### src/rtl/gpi_event_unit.sv
//-----------------------------------------------------------------------------
// gpi_event_unit
//
// Multi-channel push-button / switch front end. Each channel is handled
// independently:
//   raw input -> 2-flop synchroniser -> polarity normalise (pressed = 1)
//   -> debounce -> press classifier FSM (IDLE / HELD / LONG)
//   -> one-cycle event pulses, sticky pending flags, long-press toggle bit.
//
// Ports:
//   clk            system clock
//   resetn         asynchronous active-low reset
//   btn_i          [NUM_CH] raw asynchronous button/switch inputs
//   ev_ack_i       [NUM_CH] acknowledge, clears that channel's pending flags
//   level_o        [NUM_CH] debounced pressed level (1 = pressed)
//   press_pulse_o  [NUM_CH] one-cycle pulse on a debounced press
//   short_pulse_o  [NUM_CH] one-cycle pulse on release before the threshold
//   long_pulse_o   [NUM_CH] one-cycle pulse when the hold reaches LONG_CNT
//   short_pend_o   [NUM_CH] sticky short-press flag
//   long_pend_o    [NUM_CH] sticky long-press flag
//   toggle_o       [NUM_CH] flips on every long pulse
//
// Timing (clean input):
//   raw edge -> level_o change        : 2 + DEB_CNT cycles
//   level_o rise -> press_pulse_o     : 1 cycle
//   press_pulse_o -> long_pulse_o     : LONG_CNT cycles
//   event pulse -> pending flag set   : 1 cycle (a coincident ack loses)
//
// Build option:
//   GPI_EVENT_UNIT_AUTOREPEAT_EN - when defined, a channel in LONG re-issues
//   press_pulse_o every REP_CNT cycles (first one REP_CNT cycles after
//   long_pulse_o) until release. Pending flags are not touched by repeats.
//   When undefined, REPEAT_ns has no effect.
//-----------------------------------------------------------------------------
module gpi_event_unit #(
    parameter int NUM_CH            = 4,
    parameter int CLK_PERIOD_ns     = 20,
    parameter int DEBOUNCE_TIMER_ns = 30_000_000,
    parameter int LONG_PRESS_ns     = 2_000_000_000,
    parameter int REPEAT_ns         = 200_000_000,
    parameter bit ACTIVE_LOW        = 1'b1
) (
    input  logic              clk,
    input  logic              resetn,
    input  logic [NUM_CH-1:0] btn_i,
    input  logic [NUM_CH-1:0] ev_ack_i,
    output logic [NUM_CH-1:0] level_o,
    output logic [NUM_CH-1:0] press_pulse_o,
    output logic [NUM_CH-1:0] short_pulse_o,
    output logic [NUM_CH-1:0] long_pulse_o,
    output logic [NUM_CH-1:0] short_pend_o,
    output logic [NUM_CH-1:0] long_pend_o,
    output logic [NUM_CH-1:0] toggle_o
);

    // Cycle counts derived from the time parameters, never below one cycle.
    localparam int DEB_RAW  = DEBOUNCE_TIMER_ns / CLK_PERIOD_ns;
    localparam int DEB_CNT  = (DEB_RAW < 1) ? 1 : DEB_RAW;
    localparam int DEB_W    = $clog2(DEB_CNT + 1);

    localparam int LONG_RAW = LONG_PRESS_ns / CLK_PERIOD_ns;
    localparam int LONG_CNT = (LONG_RAW < 1) ? 1 : LONG_RAW;
    localparam int HOLD_W   = $clog2(LONG_CNT + 1);

`ifdef GPI_EVENT_UNIT_AUTOREPEAT_EN
    localparam int REP_RAW  = REPEAT_ns / CLK_PERIOD_ns;
    localparam int REP_CNT  = (REP_RAW < 1) ? 1 : REP_RAW;
    localparam int REP_W    = $clog2(REP_CNT + 1);
`endif

    // Raw input level that means "not pressed"; synchronisers reset to it so
    // a button held through reset is seen as a fresh press afterwards.
    localparam logic RAW_RELEASED = ACTIVE_LOW;

    typedef enum logic [1:0] {
        ST_IDLE = 2'd0,
        ST_HELD = 2'd1,
        ST_LONG = 2'd2
    } state_e;

    for (genvar ch = 0; ch < NUM_CH; ch++) begin : g_ch

        //---------------------------------------------------------------------
        // Synchroniser and polarity normalisation
        //---------------------------------------------------------------------
        logic sync1_q;
        logic sync2_q;
        logic pressed_sync;

        // NOTE: clocked state is always written with non-blocking (<=)
        // assignments so every flop samples pre-edge values and the
        // two-stage synchroniser really is two stages.
        always_ff @(posedge clk or negedge resetn) begin
            if (!resetn) begin
                sync1_q <= RAW_RELEASED;
                sync2_q <= RAW_RELEASED;
            end else begin
                sync1_q <= btn_i[ch];
                sync2_q <= sync1_q;
            end
        end

        assign pressed_sync = sync2_q ^ ACTIVE_LOW;

        //---------------------------------------------------------------------
        // Debounce: the synced value must disagree with the stable value for
        // DEB_CNT consecutive cycles before it is accepted. Any agreeing
        // cycle restarts the count, so short glitches are discarded.
        //---------------------------------------------------------------------
        logic [DEB_W-1:0] deb_cnt_q;
        logic             stable_q;

        always_ff @(posedge clk or negedge resetn) begin
            if (!resetn) begin
                deb_cnt_q <= '0;
                stable_q  <= 1'b0;
            end else if (pressed_sync == stable_q) begin
                deb_cnt_q <= '0;
            end else if (deb_cnt_q == DEB_W'(DEB_CNT - 1)) begin
                stable_q  <= pressed_sync;
                deb_cnt_q <= '0;
            end else begin
                deb_cnt_q <= deb_cnt_q + DEB_W'(1);
            end
        end

        //---------------------------------------------------------------------
        // Press classifier. The FSM works on the debounced level: in IDLE a
        // high level can only mean a new press, in HELD/LONG a low level can
        // only mean a release. Release is tested before the threshold so a
        // coincident release is reported as a short press.
        //---------------------------------------------------------------------
        state_e            state_q;
        state_e            state_d;
        logic [HOLD_W-1:0] hold_cnt_q;
        logic [HOLD_W-1:0] hold_cnt_d;
        logic              press_d;
        logic              short_d;
        logic              long_d;
`ifdef GPI_EVENT_UNIT_AUTOREPEAT_EN
        logic [REP_W-1:0]  rep_cnt_q;
        logic [REP_W-1:0]  rep_cnt_d;
`endif

        always_comb begin
            // NOTE: every signal driven here gets a default before the case,
            // so no path leaves it unassigned and no latch is inferred.
            state_d    = state_q;
            hold_cnt_d = hold_cnt_q;
            press_d    = 1'b0;
            short_d    = 1'b0;
            long_d     = 1'b0;
`ifdef GPI_EVENT_UNIT_AUTOREPEAT_EN
            rep_cnt_d  = rep_cnt_q;
`endif
            unique case (state_q)
                ST_IDLE: begin
                    if (stable_q) begin
                        state_d    = ST_HELD;
                        hold_cnt_d = '0;
                        press_d    = 1'b1;
                    end
                end
                ST_HELD: begin
                    if (!stable_q) begin
                        state_d = ST_IDLE;
                        short_d = 1'b1;
                    end else if (hold_cnt_q == HOLD_W'(LONG_CNT - 1)) begin
                        // Counter parks at LONG_CNT for the rest of the hold.
                        state_d    = ST_LONG;
                        hold_cnt_d = HOLD_W'(LONG_CNT);
                        long_d     = 1'b1;
`ifdef GPI_EVENT_UNIT_AUTOREPEAT_EN
                        rep_cnt_d  = '0;
`endif
                    end else begin
                        hold_cnt_d = hold_cnt_q + HOLD_W'(1);
                    end
                end
                ST_LONG: begin
                    if (!stable_q) begin
                        state_d   = ST_IDLE;
`ifdef GPI_EVENT_UNIT_AUTOREPEAT_EN
                        rep_cnt_d = '0;
                    end else if (rep_cnt_q == REP_W'(REP_CNT - 1)) begin
                        press_d   = 1'b1;
                        rep_cnt_d = '0;
                    end else begin
                        rep_cnt_d = rep_cnt_q + REP_W'(1);
`endif
                    end
                end
                default: begin
                    state_d = ST_IDLE;
                end
            endcase
        end

        //---------------------------------------------------------------------
        // State, registered pulses, toggle and sticky flags. A flag is set
        // from the already-registered pulse, so an ack arriving in the pulse
        // cycle is overridden by the set.
        //---------------------------------------------------------------------
        logic press_q;
        logic short_q;
        logic long_q;
        logic toggle_q;
        logic short_pend_q;
        logic long_pend_q;

        always_ff @(posedge clk or negedge resetn) begin
            if (!resetn) begin
                state_q      <= ST_IDLE;
                hold_cnt_q   <= '0;
                press_q      <= 1'b0;
                short_q      <= 1'b0;
                long_q       <= 1'b0;
                toggle_q     <= 1'b0;
                short_pend_q <= 1'b0;
                long_pend_q  <= 1'b0;
            end else begin
                state_q      <= state_d;
                hold_cnt_q   <= hold_cnt_d;
                press_q      <= press_d;
                short_q      <= short_d;
                long_q       <= long_d;
                toggle_q     <= toggle_q ^ long_d;
                short_pend_q <= short_q | (short_pend_q & ~ev_ack_i[ch]);
                long_pend_q  <= long_q  | (long_pend_q  & ~ev_ack_i[ch]);
            end
        end

`ifdef GPI_EVENT_UNIT_AUTOREPEAT_EN
        always_ff @(posedge clk or negedge resetn) begin
            if (!resetn) begin
                rep_cnt_q <= '0;
            end else begin
                rep_cnt_q <= rep_cnt_d;
            end
        end
`endif

        assign level_o[ch]       = stable_q;
        assign press_pulse_o[ch] = press_q;
        assign short_pulse_o[ch] = short_q;
        assign long_pulse_o[ch]  = long_q;
        assign short_pend_o[ch]  = short_pend_q;
        assign long_pend_o[ch]   = long_pend_q;
        assign toggle_o[ch]      = toggle_q;

    end : g_ch

endmodule

### config.mk
export PLATFORM = sky130hd
export DESIGN_NAME = gpi_event_unit
export DESIGN_NICKNAME = d
export VERILOG_FILES = /design/src/rtl/gpi_event_unit.sv
export SDC_FILE = /design/constraint.sdc
export NUM_CORES = 1
export LEC_CHECK = 0
export ABC_AREA = 1
export BUFFER_PORTS_ARGS = -buffer_cell sky130_fd_sc_hd__buf_4
export CAP_MARGIN = 15
export CORE_ASPECT_RATIO = 0.8
export CORE_MARGIN = 2
export CORE_UTILIZATION = 43
export DETAILED_ROUTE_END_ITERATION = 7
export SYNTH_ARGS = -nofsm -noshare
export SYNTH_HDL_FRONTEND = slang
export SYNTH_SLANG_ARGS = --single-unit
### constraint.sdc
create_clock -name clk -period 4 [get_ports clk]
set_input_delay 0.8 -clock clk [delete_from_list [all_inputs] [get_ports clk]]
set_output_delay 0.8 -clock clk [all_outputs]
set_load 0.02 [all_outputs]
==> impl_metrics.yaml, run 1 <==
status:
  status: "finished, final reports clean"
finish:
  final_cell_mix: "652 x nand2_1, 360 x nor2_1, 228 x dfrtp_1"
  num_antenna_cells: 0
  syn2layout_area_growth_pct: 10.8
  final_common_cell: "nand2_1"
  final_layout_size_suffix_gt1_frac: 0.0692
  design_area_sq_um: 15300
  fin_nets: 2008
  fin_util: 0.485
worst_setup_path:
  criticalPathCategory: "flop to output pin"
  cpLargestDelayFamily: "flip-flops"
  cp_num_buf_inv: 1
  arrival_ps: 1300
  critPathMaxStageDelay_ps: 530
  cp-start-kind: "flop"
  cp-end-kind: "output pin"
  required_ps: 3200
  crit_chain: "buf_4"
  cp_slowest_cell: "dfrtp_1"
  critPathMaxFanout: 8
timing:
  setup_violations: 0
  timing.setup.tns_ps: 0
  rsz0062_at_grt: "false"
  drv_slew: 0
  setup_ws_ps: 1900
  max_slew_margin: 0.427
  skew_ps: 15.1
  min_period_ps: 2100
  min_period_over_period: 0.525
  tightest_slew_ps: 857
  hold_violations: 0
  max_freq_mhz: 477
drt:
  firstDrtPassIters: 7
  totalWireLength_um: 31700
  ant_nets: 0
  wl_per_cell_um: 13.0
  viasPerCell: 4.97
  drc: 0
  drt_first_iter_violations: 1092
  vias: 12073
logic_synthesis:
  synth.top_cell.area_share: 0.414
  netlist_area_sq_um: 13800
  avgSynthCellArea_sq_um: 7.00
  seq_area_frac_synth: 0.429
  yosysTopAreaCell: "dfrtp_1"
  ys_ff_latch: 236
  synth_nets: 1987
  ys_types: 40
  synth_area_leaders: "dfrtp_1 41%, nand2_1 18%, nor2_1 9.8%"
  yosysWarnings: 0
  syn-instance-count: 1969
grt:
  grtUsageTotal: 0.196
  grt_start_max_net_pins: 82
  grt_pass1_vias: 11204
  grt_pass1_wl_um: 54900
  gr-total-overflow: 0
  antenna_found_initial: 0
clock_tree:
  insertion_delay_ps: 550
  clockBufferDepth: 3
  cts_resized: 0
  postCtsHoldBufs: 0
  cts_setup_buffers: 0
  cts_tree: "built"
  cts_root_buf: "clkbuf_16"
  path_clk_slew_ps: 60
  cts-buffers-inserted: 26
  clock_sinks: 236
  htreeDepth: 1
power:
  switchingPower_w: 0.00112
  clkPwrFrac: 0.507
  power_frac_comb: 0.019
  leakage_nw: 6.77
  powerDensity_nw_per_um2: 334
  swShare: 0.220
  internal_power_w: 0.00398
  vdd_drop_max_v: 0.000271
  p_seq_frac: 0.474
  total_power_w: 0.00510
placement:
  portBuffers: 37
  place_congestion: 0.963
  hpwl_um: 23200
  post-place-ws_ps: 1890
  placed_area_sq_um: 14300
worst_hold_path:
  min_path_type: "input port to asynchronous set/reset pin"
floorplan:
  core_sq_um: 31500
  die_area_sq_um: 33500
  start_util: 0.438
  num_rows: 58
  die_w_um: 204
  die_h_um: 164
  io_pins: 38
flow_run:
  cap_violations: 0
==> power by group through the flow <==
stage                     Clock, W  Combinational, W  Sequential, W
final                      0.00258         0.0000977        0.00242
after global routing       0.00277          0.000117        0.00242
after CTS                  0.00267          0.000104        0.00242
after detailed placement         0          0.000103        0.00246
after global placement           0          0.000103        0.00246
after floorplan                  0         0.0000311        0.00246
==> Yosys cell counts, drive strengths merged <==
| cell type | number |
|---|---|
| a31oi | 4 |
| buf | 43 |
| dfstp | 8 |
| nor3b | 6 |
| xor2 | 49 |
| clkinv | 2 |
| nor3 | 48 |
| o21ai | 82 |
| and3 | 4 |
| a21oi | 18 |
| o21bai | 11 |
| o2111ai | 1 |
| o21a | 3 |
| o22ai | 4 |
| nor4b | 1 |
| or2 | 1 |
| nor2 | 375 |
| clkbuf | 7 |
| o31ai | 2 |
| ha | 8 |
| nand4 | 55 |
| nand3 | 102 |
| nand3b | 19 |
| dfrtp | 228 |
| and2 | 3 |
| xnor2 | 23 |
| inv | 206 |
| nand2 | 656 |
==> final timing paths <==
kind | start | end | slack, ps | cells past startpoint
max in group asynchronous | resetn | g_ch[1].sync1_q | 2850 | 2
min in group clk | g_ch[2].sync1_q | g_ch[2].sync2_q | 360 | 0
max | g_ch[1].stable_q | level_o[1] | 1900 | 1
max reg2reg | g_ch[0].hold_cnt_q[0] | g_ch[0].hold_cnt_q[17] | 1910 | 6
min | resetn | g_ch[3].deb_cnt_q[10] | 220 | 1
min reg2reg | g_ch[2].sync1_q | g_ch[2].sync2_q | 360 | 0
==> layout make-up <==
class / instances / area, sq um
clock buffers: 30 / 717
clock inverters: 18 / 218
fillers: 3161 / 16200
inverters: 208 / 781
multi-input cells: 1475 / 6770
flip-flops and latches: 236 / 5920
well taps: 420 / 526
repair buffers: 43 / 343
==> logic make-up (layout without fill, tap and decap cells) <==
kind of cell	count (synthesis)	in the layout	share of synthesized area
compound gates	125	125	0.0526
xor+xnor	72	72	0.0458
fa+ha+maj	8	8	0.00726
buf+inv	258	299	0.0796
flops	236	236	0.429
simple gates	1270	1270	0.386
==> per-layer routing <==
layer	share of wire	wire, um	track usage	vias up
met4	0.016	502	0.0385	0
met5	0	0	0	-
li1	-	-	-	6212
met3	0.051	1620	0.0284	36
met2	0.41	13100	0.288	292
met1	0.52	16400	0.304	5533
==> flip-flops by register name (all words and copies together) (netlist names) <==
name               flops
g_ch.toggle_q          4
g_ch.sync1_q           4
g_ch.state_q           8
g_ch.sync2_q           4
g_ch.long_q            4
g_ch.long_pend_q       4
g_ch.press_q           4
g_ch.short_q           4
g_ch.deb_cnt_q        84
g_ch.stable_q          4
g_ch.short_pend_q      4
g_ch.hold_cnt_q      108
==> stage by stage <==
| step | instances | hold slack, ps |
|---|---|---|
| 3_5_place_dp | 2382 | 347 |
| 6_report | 2430 | 217 |
| 2_1_floorplan | 1969 | 345 |
| 4_1_cts | 2430 | 247 |
| 3_3_place_gp | 2382 | 346 |
| 5_1_grt | 2430 | 267 |
Power figures use the tool's default switching activity.
==> run 2: changes to the inputs <==
Clock period 4 ns to 1.9 ns, I/O delays scaled along.
==> impl_metrics.yaml, run 2 (same netlist as run 1, synthesis figures left out) <==
status:
  status: "finished, final reports clean"
clock_tree:
  path_clk_slew_ps: 60
  htreeDepth: 1
  clockBufferDepth: 3
  clock_sinks: 236
  cts_root_buf: "clkbuf_16"
  cts_setup_buffers: 0
  insertion_delay_ps: 540
  cts-buffers-inserted: 26
  cts_tree: "built"
finish:
  top_regs: "g_ch.hold_cnt_q: 108 flops, g_ch.deb_cnt_q: 84 flops, g_ch.state_q: 8 flops"
  final_layout_size_suffix_gt1_frac: 0.0839
  largest_reg_flops: 108
  final_cell_mix: "651 x nand2_1, 357 x nor2_1, 228 x dfrtp_1"
  fin_nets: 2047
  syn2layout_area_growth_pct: 12.9
  final_common_cell: "nand2_1"
  top_register: "g_ch.hold_cnt_q"
  fin_util: 0.494
  final.fill_count: 3187
  design_area_sq_um: 15600
  num_antenna_cells: 0
power:
  total_power_w: 0.0104
  vdd_drop_max_v: 0.000727
  leakage_nw: 6.97
  powerDensity_nw_per_um2: 668
timing:
  max_slew_margin: 0.649
  min_period_over_period: 0.905
  hold_violations: 0
  skew_ps: 12.4
  min_period_ps: 1720
  drv_slew: 0
  tightest_slew_ps: 522
  timing.setup.tns_ps: 0
  rsz0062_at_grt: "false"
  setup_violations: 0
  max_freq_mhz: 581
worst_setup_path:
  cp-end-kind: "flop"
  path_common_cell: "nor2_1"
  startpoint: "g_ch[3].deb_cnt_q[0]"
  critPathMaxFanout: 8
  cp-start-kind: "flop"
  cp_slowest_cell: "dfrtp_1"
  critPathMaxStageDelay_ps: 400
  arrival_ps: 2140
  required_ps: 2320
  crit_chain: "ha_1 -> nand2_1 -> nor2_1 -> nand4_1 -> nor2_1 -> nor2_1 -> buf_4 -> inv_1 -> nor2_1"
  criticalPathCategory: "flop to flop"
  r2r_start: "g_ch[3].deb_cnt_q[0]"
floorplan:
  die_area_sq_um: 33500
  die_w_um: 204
  die_h_um: 164
  num_rows: 58
  io_pins: 38
  start_util: 0.438
  core_sq_um: 31500
grt:
  grtUsageTotal: 0.204
  antenna_found_initial: 0
  grt_pass1_wl_um: 56800
  grt_pass1_vias: 11573
  grt_start_max_net_pins: 60
  gr-total-overflow: 0
placement:
  hpwl_um: 24500
  portBuffers: 37
  place_congestion: 0.948
  placed_area_sq_um: 14600
drt:
  ant_nets: 0
  drt_first_iter_violations: 942
  totalWireLength_um: 33000
  wl_per_cell_um: 13.4
  drc: 0
  firstDrtPassIters: 5
  vias: 12265
  viasPerCell: 4.97
worst_hold_path:
  hold_start: "ev_ack_i[3]"
  min_path_type: "input port to flop"
flow_run:
  cap_violations: 0
run 2: power breakdown:
part,internal (W),switching [W]
clock,0.00300,0.00208
combinational,0.0000759,0.000166
sequential,0.00506,0.0000228
run 2: per-layer routing:
| metal | vias up | part of all wire | track usage | wire [um] |
|---|---|---|---|---|
| met5 | - | 0 | 0 | 0 |
| met4 | 0 | 0.014 | 0.0366 | 460 |
| met3 | 34 | 0.050 | 0.0284 | 1650 |
| met2 | 264 | 0.41 | 0.302 | 13500 |
| met1 | 5671 | 0.53 | 0.318 | 17300 |
| li1 | 6296 | - | - | - |
run 2: path summary, 6_finish.rpt:
kind                       cells past startpoint               endpoint  slack, ps
hold reg to reg                                0        g_ch[0].sync2_q        350
max in group asynchronous                      3        g_ch[2].sync2_q        950
hold / removal                                 2   g_ch[3].short_pend_q         30
setup reg to reg                               9   g_ch[3].deb_cnt_q[3]        180
min in group asynchronous                      2  g_ch[0].hold_cnt_q[9]        310
setup / recovery                               9   g_ch[3].deb_cnt_q[3]        180
run 2: layout make-up:
type | count | area, sq um | share of cell area
Clock buffer | 38 | 787 | 0.0506
Clock inverter | 10 | 81.3 | 0.00523
Inverter | 208 | 781 | 0.0502
Multi-Input combinational cell | 1475 | 6800 | 0.437
Sequential cell | 236 | 5920 | 0.380
Tap cell | 420 | 526 | 0.0338
Timing Repair Buffer | 82 | 678 | 0.0436
run 2: per-stage QoR:
step,setup WS [ps],hold WS [ps],instances
3_5_place_dp,119,276,2414
3_3_place_gp,199,275,2414
5_1_grt,8.21,23.2,2469
6_report,180,27.0,2469
4_1_cts,128,8.77,2469
2_1_floorplan,363,84.4,1969
run 2: worst max-delay path: cells and delay by family (launching register included):
| family | cells | cell delay [ps] |
|---|---|---|
| and+or+nand+nor | 6 | 710 |
| buffers and inverters | 2 | 310 |
| DFF | 1 | 400 |
| adders and majority gates | 1 | 210 |
run 2: timing repair:
item                                   CTS  global route
hold buffers                             7             0
resized for setup                        0             7
setup endpoints to repair                0            18
endpoints found under the hold margin   37             0
==> run 3: changes to the inputs <==
Settings changed: CTS_BUF_LIST set to sky130_fd_sc_hd__clkbuf_8.
==> impl_metrics.yaml, run 3 (same netlist as run 1, synthesis figures left out) <==
status:
  status: "finished, final reports clean"
finish:
  largest_reg_flops: 108
  top_register: "g_ch.hold_cnt_q"
  top_regs: "g_ch.hold_cnt_q: 108 flops, g_ch.deb_cnt_q: 84 flops, g_ch.state_q: 8 flops"
  fin_util: 0.496
  syn2layout_area_growth_pct: 13.3
  final_cells: 2501
  final_cell_mix: "651 x nand2_1, 357 x nor2_1, 228 x dfrtp_1"
  final_common_cell: "nand2_1"
  final_layout_size_suffix_gt1_frac: 0.0903
  final.fill_count: 3206
  fin_nets: 2065
  num_antenna_cells: 0
worst_setup_path:
  path_common_cell: "nor2_1"
  critPathMaxStageDelay_ps: 400
  arrival_ps: 2170
  r2r_slack_ps: 180
  r2r_start: "g_ch[3].deb_cnt_q[0]"
  r2r-end: "g_ch[3].deb_cnt_q[5]"
  cp-end-kind: "flop"
  critPathMaxFanout: 8
  cp-start-kind: "flop"
  cp_slowest_cell: "dfrtp_1"
  startpoint: "g_ch[3].deb_cnt_q[0]"
  crit_chain: "ha_1 -> nand2_1 -> nor2_1 -> nand4_1 -> nor2_1 -> nor2_1 -> buf_4 -> inv_1 -> nor2_1"
  criticalPathCategory: "flop to flop"
  required_ps: 2350
  cpLargestDelayFamily: "simple AND/OR/NAND/NOR gates"
  cp_num_buf_inv: 2
  r2r_cells: 9
grt:
  grtUsageTotal: 0.207
  grt_pass1_wl_um: 57200
  antenna_found_initial: 0
  top_usage_layer: "met1"
  gr-total-overflow: 0
  grt_start_max_net_pins: 60
  grt_util_met2: 0.301
  grt_pass1_vias: 11751
  met3_usage: 0.0325
  use_met1: 0.319
drt:
  totalWireLength_um: 33200
  viasPerCell: 4.93
  ant_nets: 0
  vias: 12341
  drt_first_iter_violations: 947
  firstDrtPassIters: 5
  wl_per_cell_um: 13.3
  drc: 0
placement:
  hpwl_um: 24500
  portBuffers: 37
  place_congestion: 0.948
  dp_cells: 2414
clock_tree:
  clock_sinks: 236
  path_clk_slew_ps: 60
  cts_setup_buffers: 0
  htreeDepth: 2
  clockBufferDepth: 3
  cts-buffers-inserted: 42
  insertion_delay_ps: 560
  cts_root_buf: "clkbuf_8"
  cts_tree: "built"
worst_hold_path:
  min_path_type: "input port to asynchronous set/reset pin"
power:
  power_frac_comb: 0.024
  powerDensity_nw_per_um2: 664
  vdd_drop_max_v: 0.000625
  p_seq_frac: 0.491
  leakage_nw: 7.07
  total_power_w: 0.0104
  internal_power_w: 0.00803
  clkPwrFrac: 0.485
  switchingPower_w: 0.00234
  swShare: 0.226
floorplan:
  die_w_um: 204
  io_pins: 38
  die_h_um: 164
  core_sq_um: 31500
  num_rows: 58
  start_util: 0.438
  die_area_sq_um: 33500
timing:
  drv_slew: 0
  min_period_over_period: 0.903
  max_freq_mhz: 583
  timing.setup.tns_ps: 0
  hold_violations: 0
  min_period_ps: 1720
  tightest_slew_ps: 506
  max_slew_margin: 0.660
  fin_hold_ws_ps: 284
  rsz0062_at_grt: "false"
  setup_violations: 0
  skew_ps: 21.4
flow_run:
  cap_violations: 0
[run 3: changes by cell type in the layout (fill, tap and decap cells not counted), sizes merged]
| cell | previous run | this run |
|---|---|---|
| dlygate4sd3 | 7 | 9 |
| clkinv | 10 | 6 |
| clkbuf | 38 | 52 |
| bufinv | 1 | 3 |
| inv | 206 | 225 |
| clkinvlp | 1 | 0 |
[run 3: power groups by stage]
stage	Combinational [W]	Sequential, W	Clock, W
after floorplan	0.0000655	0.00517	0
after global placement	0.000241	0.00517	0
after detailed placement	0.000243	0.00518	0
after CTS	0.000258	0.00509	0.00523
after global routing	0.000287	0.00509	0.00547
final	0.000246	0.00509	0.00503
[run 3: per-stage QoR]
| step | setup slack [ps] | cell area [sq um] |
|---|---|---|
| 4_1_cts | 108 | 15600 |
| 3_3_place_gp | 199 | 14600 |
| 5_1_grt | 6.48 | 15600 |
| 3_5_place_dp | 119 | 14600 |
| 2_1_floorplan | 363 | 13800 |
| 6_report | 183 | 15600 |
[run 3: final cells by class]
| class | instances | area [sq um] | share of cell area |
|---|---|---|---|
| Multi-Input combinational cell | 1475 | 6800 | 0.435 |
| Sequential cell | 236 | 5920 | 0.379 |
| Inverter | 208 | 781 | 0.0500 |
| Clock buffer | 52 | 716 | 0.0458 |
| Timing Repair Buffer | 84 | 698 | 0.0447 |
| Tap cell | 420 | 526 | 0.0336 |
| Clock inverter | 26 | 186 | 0.0119 |
[run 3: metal layers]
metal,part of all wire,vias up
met5,0,-
met4,0.017,0
met3,0.050,46
met2,0.41,286
met1,0.53,5666
li1,-,6343
[run 3: worst max-delay path by stage]
stage / depth (start not counted) / endpoint
5_1_grt: 10 / g_ch[3].hold_cnt_q[22]
2_1_floorplan: 7 / g_ch[0].hold_cnt_q[3]
4_1_cts: 6 / g_ch[2].hold_cnt_q[25]
3_5_place_dp: 6 / g_ch[2].hold_cnt_q[25]
3_3_place_gp: 9 / g_ch[3].deb_cnt_q[3]
6_report: 9 / g_ch[3].deb_cnt_q[5]
[run 3: what timing repair did]
item                                   CTS  global route
resized for setup                        0             7
endpoints found under the hold margin   55             0
hold buffers                             9             0
setup endpoints to repair                0            23
